<file path="config.mk">
export PLATFORM = sky130hd
export DESIGN_NAME = mem_access_unit
export DESIGN_NICKNAME = d
export VERILOG_FILES = /design/src/rtl/mem_access_unit_pkg.sv /design/src/rtl/mem_access_unit_lane_format.sv /design/src/rtl/mem_access_unit.sv
export SDC_FILE = /design/constraint.sdc
export NUM_CORES = 1
export LEC_CHECK = 0
export ABC_AREA = 1
export BUFFER_PORTS_ARGS = -buffer_cell sky130_fd_sc_hd__clkbuf_2
export CAP_MARGIN = 15
export CORE_MARGIN = 4
export CORE_UTILIZATION = 49
export DETAILED_ROUTE_END_ITERATION = 8
export PLACE_DENSITY = 0.86
export SYNTH_ARGS = -nofsm -noshare
export SYNTH_HDL_FRONTEND = slang
export SYNTH_SLANG_ARGS = --single-unit
</file>
<file path="constraint.sdc">
create_clock -name clk -period 2.2 [get_ports clk]
set_clock_uncertainty 0.15 [all_clocks]
set_input_delay 0.11 -clock clk [delete_from_list [all_inputs] [get_ports clk]]
set_output_delay 0.11 -clock clk [all_outputs]
set_load 0.01 [all_outputs]
</file>
<file path="src/rtl/mem_access_unit_pkg.sv">
// Shared load/store mode codes, state encodings and counter width for the MEM-stage access unit.
package mem_access_unit_pkg;

    localparam int L_S_MODE_W = 3;

    localparam logic [L_S_MODE_W-1:0] L_S_BYTE   = 3'd0;
    localparam logic [L_S_MODE_W-1:0] L_S_BYTE_U = 3'd1;
    localparam logic [L_S_MODE_W-1:0] L_S_HALF   = 3'd2;
    localparam logic [L_S_MODE_W-1:0] L_S_HALF_U = 3'd3;
    localparam logic [L_S_MODE_W-1:0] L_S_WORD   = 3'd4;

    localparam int MAU_TIMEOUT_W = 8;

    typedef enum logic [1:0] {
        MAU_IDLE = 2'd0,
        MAU_BUSY = 2'd1,
        MAU_DONE = 2'd2
    } mau_state_e;

endpackage

</file>
<file path="src/rtl/mem_access_unit_lane_format.sv">
// Combinational lane formatting: alignment check, byte enables, store replication and load extension.
// Request side uses the live instruction; response side uses the mode/offset latched at request time.
module lsu_lane_format
    import mem_access_unit_pkg::*;
(
    input  logic [L_S_MODE_W-1:0] req_mode,
    input  logic [1:0]            req_off,
    input  logic [31:0]           store_data,
    output logic                  aligned,
    output logic [3:0]            be,
    output logic [31:0]           wdata,
    input  logic [L_S_MODE_W-1:0] rsp_mode,
    input  logic [1:0]            rsp_off,
    input  logic [31:0]           rdata,
    output logic [31:0]           ldata
);

    logic [7:0]  lane_b;
    logic [15:0] lane_h;

    always_comb begin
        aligned = (req_off == 2'b00);
        be      = 4'b1111;
        wdata   = store_data;
        case (req_mode)
            L_S_BYTE, L_S_BYTE_U: begin
                aligned = 1'b1;
                be      = 4'b0001 << req_off;
                wdata   = {4{store_data[7:0]}};
            end
            L_S_HALF, L_S_HALF_U: begin
                aligned = ~req_off[0];
                be      = req_off[1] ? 4'b1100 : 4'b0011;
                wdata   = {2{store_data[15:0]}};
            end
            default: ;
        endcase
    end

    always_comb begin
        case (rsp_off)
            2'd0:    lane_b = rdata[7:0];
            2'd1:    lane_b = rdata[15:8];
            2'd2:    lane_b = rdata[23:16];
            default: lane_b = rdata[31:24];
        endcase
        lane_h = rsp_off[1] ? rdata[31:16] : rdata[15:0];
        case (rsp_mode)
            L_S_BYTE:   ldata = {{24{lane_b[7]}}, lane_b};
            L_S_BYTE_U: ldata = {24'd0, lane_b};
            L_S_HALF:   ldata = {{16{lane_h[15]}}, lane_h};
            L_S_HALF_U: ldata = {16'd0, lane_h};
            default:    ldata = rdata;
        endcase
    end

endmodule

</file>
<file path="src/rtl/mem_access_unit.sv">
// MEM-stage load/store unit: one single-beat req/ack bus transaction per aligned access,
// stalling the pipeline until ack or timeout; misaligned accesses are flagged and dropped.
module mem_access_unit
    import mem_access_unit_pkg::*;
#(
    parameter int ADDR_W         = 32,
    parameter int TIMEOUT_CYCLES = 255
) (
    input  logic                  clk,
    input  logic                  rst,
    input  logic                  mem_read_en,
    input  logic                  mem_write_en,
    input  logic [L_S_MODE_W-1:0] l_s_mode,
    input  logic [ADDR_W-1:0]     addr,
    input  logic [31:0]           store_data,
    output logic                  stall,
    output logic [31:0]           load_data,
    output logic                  misalign,
    output logic                  bus_err,
    output logic                  bus_req,
    output logic                  bus_we,
    output logic [ADDR_W-1:0]     bus_addr,
    output logic [3:0]            bus_be,
    output logic [31:0]           bus_wdata,
    input  logic [31:0]           bus_rdata,
    input  logic                  bus_ack
);

    localparam logic [MAU_TIMEOUT_W-1:0] CNT_LAST = MAU_TIMEOUT_W'(TIMEOUT_CYCLES - 1);

    mau_state_e                state_q;
    logic [MAU_TIMEOUT_W-1:0]  cnt_q, cnt_d;
    logic [L_S_MODE_W-1:0]     mode_q;
    logic [1:0]                off_q;
    logic                      req_q, we_q, misalign_q, err_q;
    logic [ADDR_W-1:0]         addr_q;
    logic [3:0]                be_q;
    logic [31:0]               wdata_q, load_q;

    logic        access, aligned;
    logic [3:0]  fmt_be;
    logic [31:0] fmt_wdata, fmt_ldata;

    assign access = mem_read_en | mem_write_en;
    assign cnt_d  = cnt_q + 1'b1;

    lsu_lane_format u_fmt (
        .req_mode   (l_s_mode),
        .req_off    (addr[1:0]),
        .store_data (store_data),
        .aligned    (aligned),
        .be         (fmt_be),
        .wdata      (fmt_wdata),
        .rsp_mode   (mode_q),
        .rsp_off    (off_q),
        .rdata      (bus_rdata),
        .ldata      (fmt_ldata)
    );

    always_ff @(posedge clk) begin
        if (rst) begin
            state_q    <= MAU_IDLE;
            cnt_q      <= '0;
            mode_q     <= '0;
            off_q      <= '0;
            req_q      <= 1'b0;
            we_q       <= 1'b0;
            addr_q     <= '0;
            be_q       <= '0;
            wdata_q    <= '0;
            load_q     <= '0;
            misalign_q <= 1'b0;
            err_q      <= 1'b0;
        end else begin
            misalign_q <= 1'b0;
            err_q      <= 1'b0;
            case (state_q)
                MAU_IDLE: begin
                    if (access && !aligned) begin
                        misalign_q <= 1'b1;
                    end else if (access) begin
                        addr_q  <= {addr[ADDR_W-1:2], 2'b00};
                        be_q    <= fmt_be;
                        wdata_q <= fmt_wdata;
                        we_q    <= ~mem_read_en;
                        mode_q  <= l_s_mode;
                        off_q   <= addr[1:0];
                        req_q   <= 1'b1;
                        cnt_q   <= '0;
                        state_q <= MAU_BUSY;
                    end
                end
                MAU_BUSY: begin
                    // An ack on the final timeout cycle still completes normally.
                    if (bus_ack) begin
                        if (!we_q) load_q <= fmt_ldata;
                        req_q   <= 1'b0;
                        state_q <= MAU_DONE;
                    end else if (cnt_q == CNT_LAST) begin
                        if (!we_q) load_q <= '0;
                        req_q   <= 1'b0;
                        err_q   <= 1'b1;
                        state_q <= MAU_DONE;
                    end else begin
                        cnt_q <= cnt_d;
                    end
                end
                default: state_q <= MAU_IDLE;
            endcase
        end
    end

    assign stall     = ~rst & ((state_q == MAU_BUSY) | ((state_q == MAU_IDLE) & access & aligned));
    assign load_data = load_q;
    assign misalign  = misalign_q;
    assign bus_err   = err_q;
    assign bus_req   = req_q;
    assign bus_we    = we_q;
    assign bus_addr  = addr_q;
    assign bus_be    = be_q;
    assign bus_wdata = wdata_q;

endmodule

</file>
Word level (Yosys, flattened, before mapping)
Index checks and enable logic that the tools add are counted.

word-level totals
  output and inout port bits = 105
  logic and storage cells = 87
  bits in registers = 117
  input bits = 104

operators by class
  reduce and logical (&&, ||, !) cells = 18
  mux-type cells = 28
  shift operators = 1
  eq/ne operators = 15
  add/subtract/negate cells = 1
  bitwise gates (word level) = 12

operator list
  cell                 number
  $mux 32              4
  $pmux 32 s4          1
  $pmux 32 s2          1
  $mux 8               4
  $pmux 8 s3           1
  $mux 16              1
  $pmux 8 s2           1
  $eq 3x2->1 const B   4
  $reduce_and 3->1     3
  $add 8x1->8 const B  1
  $eq 8x8->1 const B   1
  $mux 2               4
  $ne 2x2->1 const B   4
  $pmux 4 s2           1
  $not 1->1            7
  $eq 3x1->1 const B   2
  $logic_not 2->1      3
  $logic_not 3->1      2
  $mux 1               6
  $reduce_or 2->1      3
  $reduce_and 5->1     1
  $eq 2x1->1 const B   2
  $mux 4               1
  $pmux 1 s2           2
  11 further kinds     15

Logic depth before layout (Yosys ltp)
Gate-level depths: netlist of the first run.

  word-level depth = 7
  depth in mapped cells = 11

Cells and area by module
From an unflattened synthesis of the first run, not the netlist that was laid out.

unflattened totals
  cells, all modules = 871
  area total of the unflattened synthesis = 5904.4 µm²

by module, submodules not included
  module           cells each  times used  sequential area each (µm²)  area an instance (µm²)
  mem_access_unit  575         1           2342.2                      4534.3
  lsu_lane_format  296         1           0.0                         1370.1

Least setup slack after synthesis of the first run
Ideal clock, no wire load.

  kind = register to register
  start = register cnt_q[0]
  end = register load_q[23], in the netlist load_data[23]
  setup slack = 569 ps
  clock period less this slack = 1631 ps
  data arrival time = 1411 ps
  buffers on the path = 1
  data required time = 1980 ps
  cell stages (with the launch flop) = 11
  path through = dfxtp_1 inv_1 ha_1 inv_1 nor2_2 nand3_4 nand2_4 nand2_4 clkbuf_1 nand2_1 a21oi_2

between the ends
  word-level cells in the longest chain between the ends = 3

RTL lines
  item                         line                    text
  start, declared              mem_access_unit.sv:32   logic [MAU_TIMEOUT_W-1:0] cnt_q, cnt_d;
  start signal, assigned       mem_access_unit.sv:105  cnt_q <= cnt_d;
  $eq 8x8->1                   mem_access_unit.sv:99   end else if (cnt_q == CNT_LAST) begin
  $reduce_bool 2->1 (no line)  -
  $reduce_and 3->1 (no line)   -
  end signal, assigned         mem_access_unit.sv:96   if (!we_q) load_q <= fmt_ldata;
  end, declared                mem_access_unit.sv:38   logic [31:0] wdata_q, load_q;

Every way passes these cells.
A chain may end at the register's enable or synchronous reset.

Worst setup path in the final report of the first run
  start = input l_s_mode[1]
  end = register addr_q[17], in the netlist bus_addr[17]

between the ends
  word-level cells in the longest chain between the ends = 7
  elaborated cells on any way between the ends = 11
  those cells by class = eq/ne: 3; mux: 1; bitwise: 1; reduce/logical: 6

RTL lines
  item                                      line                               text
  start, declared                           mem_access_unit.sv:13              input logic [L_S_MODE_W-1:0] l_s_mode,
  $eq 3x2->1, or another cell as far along  mem_access_unit_lane_format.sv:25  case (req_mode)
  $reduce_or 2->1                           mem_access_unit_lane_format.sv:25
  $pmux 1 s2 (*)                            mem_access_unit_lane_format.sv:25
  $logic_not 1->1 (*)                       mem_access_unit.sv:79              if (access && !aligned) begin
  $logic_and 1x1->1 (*)                     mem_access_unit.sv:79
  $not 1->1 (no line) (*)                   -
  $reduce_and 3->1 (no line) (*)            -
  end signal, assigned                      mem_access_unit.sv:82              addr_q <= {addr[ADDR_W-1:2], 2'b00};
  end, declared                             mem_access_unit.sv:36              logic [ADDR_W-1:0] addr_q;

Every way passes the cells marked *; elsewhere a longest branch is shown, timed or not.

==> summary.txt, run 1 <==
Floorplan
  • Die span in x: 113.4 um
  • # rows: 38
  • Initial Util: about 50%
  • Chip Height: 113.4 um
  • Io pins: between 200 and 250
  • Core area: 0.01084 mm^2
  • Die Area: about 0.013 mm^2

Pwr
  • Static leakage: 0.003901 uW
  • Peak supply drop: 0.5403 mV
  • Pwr/cell area: ~800 mW/mm^2
  • Power, Total: around 6700 uW

Drt
  • Wire per inst: 19.43 um
  • Drt first-iter violations: about 900
  • Drt total wl: about 25 mm
  • Final antenna-violating net count: 0
  • Vias: 7212
  • Detailed Routing Iterations Pass 1: 7
  • Vias per cell: between 5 and 6
  • Drt drc: 0

Cells and area
  • Area growth syn-to-layout: 56.26%
  • Ratio of cells with drive above 1 in the final layout: a little over a quarter
  • Nets: 1214
  • Final std cells w/o fill: 1262
  • Fill count: between 600 and 700

GRT
  • First-pass GRT wire length: approximately 36 mm
  • Pin count of the biggest net entering global routing: 67
  • Vias in the first global route: around 7000
  • GRT Util Overall: between 30% and 40%
  • GRT overflow: 0
  • Initial antenna violation count: 1

Clock network
  • CTS clk-pin slew, worst paths: about 70 ps
  • CTS Root Cell: clkbuf_8
  • Clock sinks: between 100 and 150
  • Clk Latency, worst-skew pair: 520 ps
  • TritonCTS clock tree: done
  • Max H-tree Level: 4
  • Clock Path Buffers: 2
  • CTS buffer count: 17

Critical path
  • CP max-delay cell: dlygate4sd3_1
  • Cell Chain, Critical Path: dlygate4sd3_1 -> buf_2 -> nor2_4 -> inv_2 -> nand2_1 -> nand2_2 -> buf_12 -> o21ai_0 -> dlygate4sd3_1 -> nor2_1
  • Arrival @ worst endpoint: 2430 ps
  • Crit Path Max Fanout: 33
  • WS Path Type: primary input to flop
  • Crit end category: flop
  • Most frequent cell on the critical path: dlygate4sd3_1
  • Worst Path Required: between 2000 and 2500 ps
  • Delay of the slowest critical-path stage: ~610 ps
  • Startpoint Class: primary input

STA
  • Slew @ Worst Pin: approximately 520 ps
  • Fin crit share: between 90% and 100%
  • Endpoints failing hold: 0
  • Max Freq: about 0.46 GHz
  • Unrepaired setup endpoints after global routing: true
  • Minimum clock period: between 2000 and 2500 ps
  • Fin. max-slew vios: 0
  • Final setup fails: 0
  • Setup_tns: 0 ps
  • Slew margin rel.: roughly two thirds

Logic synthesis
  • Synth Register Bits: between 100 and 150
  • Async S/R FF share, synth: 0%
  • Sequential fraction of the synthesis area: between 40 and 50%
  • Synthesized area: ~0.0054 mm^2
  • Yosys cell types: 37
  • Ys Warns: 0
  • Mapped Cells: 779
  • EDFF count, synth: 0
  • Syn_area_per_cell: between 6 and 7 um^2
  • Synth Flop Type: dfxtp_1

Placed design
  • DP Cell Count: between 1000 and 1500
  • # port buffers: 206
  • Dpl hpwl: ~12 mm
  • Gp weighted congestion: between 0.9 and 1

Hold path
  • Hold Path Class: primary input to flop

Flow run
  • Max Cap Viol: 0

Status
  • Status: finished clean
==> layer usage <==
layer / vias to the layer above / routed length [um] / global-route usage (%)
li1: 3196 / - / -
met1: 3193 / 8237 / 39.67
met2: 636 / 11690 / 60.03
met3: 187 / 2577 / 8.488
met4: 0 / 2020 / 24.52
met5: - / 0 / 0
==> final cells by class <==
| type | instances | area [um^2] | share of cell area, % |
|---|---|---|---|
| multi-input cells | 576 | 2706 | 31.80 |
| repair buffers | 358 | 2552 | 29.99 |
| flip-flops and latches | 117 | 2344 | 27.54 |
| clock buffers | 19 | 431.7 | 5.072 |
| well taps | 140 | 175.2 | 2.058 |
| inverters | 38 | 152.6 | 1.794 |
| clock inverters | 13 | 146.4 | 1.720 |
| diodes | 1 | 2.502 | 0.02940 |
==> path summary, 6_finish.rpt <==
path / from / end / slack [ps] / cells after the start
hold / removal: mem_write_en / bus_req / 20 / 6
hold reg to reg: load_data[16] / load_data[16] / 320 / 2
setup / recovery: l_s_mode[1] / bus_addr[17] / 40 / 10
setup reg to reg: state_q[1] / bus_addr[17] / 70 / 8
==> critical path: cells and delay by family <==
| kind | cells | cell delay [ps] |
|---|---|---|
| buffers and inverters | 5 | 1620 |
| AOI/OAI and AO/OA | 1 | 260 |
| and+or+nand+nor | 4 | 420 |
==> registers in the layout, summed over array words and instances, names as in the netlist <==
signal,cells
bus_addr,30
misalign,1
bus_wdata,32
bus_be,4
state_q,2
bus_err,1
mode_q,3
off_q,2
bus_req,1
bus_we,1
load_data,32
cnt_q,8
==> per-stage QoR <==
stage | utilization (%) | area [um^2] | hold WS (ps) | setup slack, ps
global placement | 59.98 | 6502 | 163.0 | 288.7
CTS | 77.69 | 8422 | 0.6201 | 110.4
finish | 78.51 | 8511 | 23.16 | 40.23
floorplan | - | 5450 | 49.39 | 568.5
global route | 78.51 | 8511 | 72.21 | -21.52
detailed placement | 59.98 | 6502 | 171.8 | 222.2
==> cells in the mapped netlist, drive strengths merged (10+ instances only) <==
cell	number	area, um^2
clkbuf	22	82.58
inv	36	140.1
o21ai	98	490.5
dfxtp	117	2342
nor2	123	516.8
nand3	34	187.7
nand2	204	805.8
a31oi	10	62.56
a21oi	87	484.2
buf	27	178.9
==> cell usage in the layout (no fill, tap or decap), types with 15 or more instances in the layout <==
| cell | instances |
|---|---|
| clkbuf_2 | 204 |
| nand3_1 | 32 |
| inv_1 | 31 |
| nor2_1 | 102 |
| nor2_2 | 19 |
| a21oi_1 | 76 |
| buf_4 | 15 |
| dfxtp_1 | 116 |
| dlygate4sd3_1 | 134 |
| clkbuf_16 | 17 |
| nand2_1 | 194 |
| o21ai_0 | 85 |
==> power breakdown <==
group / internal, uW / switching, uW / leakage [uW]
Clock: 1660 / 1120 / 0.000268
Combinational: 606 / 909 / 0.00267
Sequential: 2290 / 132 / 0.000959
==> logic make-up after synthesis <==
| kind of cell | share of synthesized area [%] |
|---|---|
| simple gates | 28.19 |
| compound gates | 20.12 |
| flops | 43.00 |
| buf+inv | 7.512 |
| xor+xnor | 0.6434 |
| fa+ha+maj | 0.4594 |
| other cells | 0.06885 |
==> what timing repair did <==
action                                 CTS  global route
hold buffers                           134             0
buffers inserted                         0             6
resized for setup                        0            11
setup endpoints to repair                0            55
endpoints found under the hold margin  108             0
No activity file was read; power rests on OpenSTA's default activity.
==> run 2, diff against run 1 <==
--- a/config.mk
+++ b/config.mk
@@ -11,7 +11,7 @@
 export CORE_MARGIN = 4
 export CORE_UTILIZATION = 49
 export DETAILED_ROUTE_END_ITERATION = 8
-export PLACE_DENSITY = 0.86
+export PLACE_DENSITY = 0.8
 export SYNTH_ARGS = -nofsm -noshare
 export SYNTH_HDL_FRONTEND = slang
 export SYNTH_SLANG_ARGS = --single-unit
==> run 2 against run 1 <==
Net effect:
- die area unchanged
- critical endpoint is now stall
- first-iteration DRC count decreased by 32%
- fmax increased by 3.8%
- via count decreased by 7.6%
- sequential share of layout area increased by 1.1 points
- register-to-register slack improved by 120 ps
- sequential power about the same
- global-route usage decreased by 3.8 points
- clock power decreased by 4%
==> summary.txt, run 2 (synthesis results as in run 1) <==
Status
  • Status: finished clean (unchanged)

GRT
  • Initial antenna violation count: 0 (was 1)
  • Vias in the first global route: 6635 (was 6954)
  • Pin count of the biggest net entering global routing: 67 (unchanged)
  • GRT Util Overall: 31.80% (was 35.61%)
  • First-pass GRT wire length: 32.82 mm (was 36.31 mm)
  • GRT overflow: 0 (unchanged)

Cells and area
  • Most frequent cells in the layout: clkbuf_2, nand2_1, dfxtp_1 (was clkbuf_2, nand2_1, dlygate4sd3_1)
  • Final std cells w/o fill: 1228 (was 1262)
  • Fill count: 766 (was 656)
  • Area growth syn-to-layout: 50.13% (was 56.26%)
  • Nets: 1181 (was 1214)
  • Ratio of cells with drive above 1 in the final layout: 27.39% (about the same)
  • Ant. Diodes: 0 (was 1)
  • Commonest non-fill, non-tap cell in the layout: clkbuf_2 (unchanged)

Drt
  • Drt total wl: 20.49 mm (was 24.52 mm)
  • Vias per cell: 5.426 (was 5.715)
  • Detailed Routing Iterations Pass 1: 5 (was 7)
  • Drt drc: 0 (unchanged)
  • Vias: 6663 (was 7212)
  • Metal2 WL: 9.861 mm (was 11.69 mm)
  • Final antenna-violating net count: 0 (unchanged)
  • Met1 Wirelength: 7.590 mm (was 8.237 mm)
  • Met3 WL: 1.948 mm (was 2.577 mm)
  • DR top layer: met4 (unchanged)
  • Drt first-iter violations: 621 (was 909)
  • Wire per inst: 16.69 um (was 19.43 um)

Critical path
  • Worst Path Required: 1940 ps (was 2470 ps)
  • Cell Chain, Critical Path: inv_1 -> nand2_1 -> nor2_2 -> nand2_2 -> buf_12 -> a21oi_1 -> clkbuf_2 (was dlygate4sd3_1 -> buf_2 -> nor2_4 -> inv_2 -> nand2_1 -> nand2_2 -> buf_12 -> o21ai_0 -> dlygate4sd3_1 -> nor2_1)
  • Startpoint Class: flop (was primary input)
  • CP max-delay cell: dfxtp_1 (was dlygate4sd3_1)
  • Delay of the slowest critical-path stage: 320 ps (was 610 ps)
  • Crit end category: output pin (was flop)
  • Crit Path Max Fanout: 66 (was 33)
  • WS Path Type: flop to output pin (was primary input to flop)
  • Arrival @ worst endpoint: 1820 ps (was 2430 ps)

Clock network
  • Clock Path Buffers: 2 (unchanged)
  • CTS Root Cell: clkbuf_8 (unchanged)
  • Max H-tree Level: 4 (unchanged)
  • Clk Latency, worst-skew pair: 520 ps (about the same)
  • Clock sinks: 117 (unchanged)
  • CTS buffer count: 17 (unchanged)
  • CTS clk-pin slew, worst paths: 60 ps (was 70 ps)
  • TritonCTS clock tree: done (unchanged)

Floorplan
  • Initial Util: 50.24% (unchanged)
  • # rows: 38 (unchanged)
  • Core area: 0.01084 mm^2 (unchanged)
  • Chip Height: 113.4 um (unchanged)
  • Die span in x: 113.4 um (unchanged)
  • Die Area: 0.01287 mm^2 (unchanged)
  • Io pins: 209 (unchanged)

STA
  • Final setup fails: 0 (unchanged)
  • Setup_tns: 0 ps (unchanged)
  • Slew @ Worst Pin: 725.2 ps (was 519.1 ps)
  • Endpoints failing hold: 0 (unchanged)
  • Max Freq: 0.4808 GHz (was 0.4630 GHz)
  • Minimum clock period: 2080 ps (was 2160 ps)
  • Fin. max-slew vios: 0 (unchanged)
  • Slew margin rel.: 51.66% (was 65.36%)
  • Fin crit share: 94.54% (was 98.17%)

Pwr
  • Combinational share of power: 21.2% (was 22.5%)
  • Share of total power in the clock network: 41.3% (about the same)
  • Reg power frac: 37.5% (was 36.1%)
  • Static leakage: 0.003764 uW (was 0.003901 uW)
  • Net Sw Frac: 33.20% (was 32.16%)
  • Peak supply drop: 0.4833 mV (was 0.5403 mV)
  • Switching power: 2135 uW (was 2161 uW)
  • Pint: 4296 uW (was 4558 uW)
  • Pwr/cell area: 786.5 mW/mm^2 (was 789.5 mW/mm^2)
  • Power, Total: 6431 uW (was 6720 uW)

Hold path
  • Hold Path Class: primary input to flop (unchanged)

Placed design
  • # port buffers: 206 (unchanged)
  • Gp weighted congestion: 0.8760 (was 0.9226)
  • Dpl hpwl: 11.70 mm (was 11.98 mm)
  • DP Cell Count: 1086 (was 1088)

Flow run
  • Max Cap Viol: 0 (unchanged)
run 2: changes by cell type in the layout (fill, tap and decap cells not counted), sizes merged:
cell / delta
clkbuf: -3
inv: +8
dlygate4sd3: -26
bufinv: -2
clkinv: -1
diode: -1
dlymetal6s4s: +1
buf: -7
clkinvlp: -3
run 2: critical path: cells and delay by family (launching register included):
kind	cells	cell delay, ps
AND/OR/NAND/NOR	3	350
flip-flops	1	320
buffers and inverters	3	440
AO/OA/AOI/OAI	1	180
run 2: metal layers:
| layer | vias to the layer above | global-route usage, % |
|---|---|---|
| met3 | 101 | 7.745 |
| li1 | 3140 | - |
| met5 | - | 0 |
| met1 | 2969 | 36.51 |
| met4 | 0 | 16.99 |
| met2 | 453 | 54.62 |
run 2: final cells by class:
cell class	instances	area [um^2]	share of cell area (%)
Multi-Input combinational cell	576	2701	33.04
Sequential cell	117	2344	28.66
Clock inverter	15	151.4	1.852
Clock buffer	17	414.1	5.065
Inverter	38	151.4	1.852
Tap cell	140	175.2	2.142
Timing Repair Buffer	325	2240	27.39
run 2: timing repair:
action                                 4_1_cts  5_1_grt
gates resized for setup                      1        7
pin swaps                                    0        1
endpoints found under the hold margin      104        0
buffers inserted                             0        2
hold buffers                               109        0
setup endpoints to repair                    1       23
run 2: worst paths after layout:
path                                    start  slack, ps  cells after the start             to
worst max-delay path               state_q[1]        120                      7          stall
worst min-delay path             mem_write_en         50                      6        bus_req
worst max register to register     state_q[1]        190                      8    bus_addr[8]
worst min register to register  bus_wdata[20]        320                      2  bus_wdata[20]
run 2: stage by stage:
stage               area, um^2  utilization [%]  hold slack (ps)  worst slack [ps]
floorplan                 5450                -            49.39             568.5
global placement          6487            59.85            155.0             261.6
detailed placement        6487            59.85            165.1             213.3
CTS                       8148            75.16            35.64             2.176
global route              8177            75.43            78.53            -10.96
finish                    8177            75.43            46.20             120.1
run 2: power groups by stage:
stage               sequential (uW)  combinational (uW)  clock [uW]
floorplan                      2500                 651           0
global placement               2430                1110           0
detailed placement             2440                1120           0
CTS                            2390                1290        2650
global route                   2430                1500        2760
finish                         2410                1370        2660
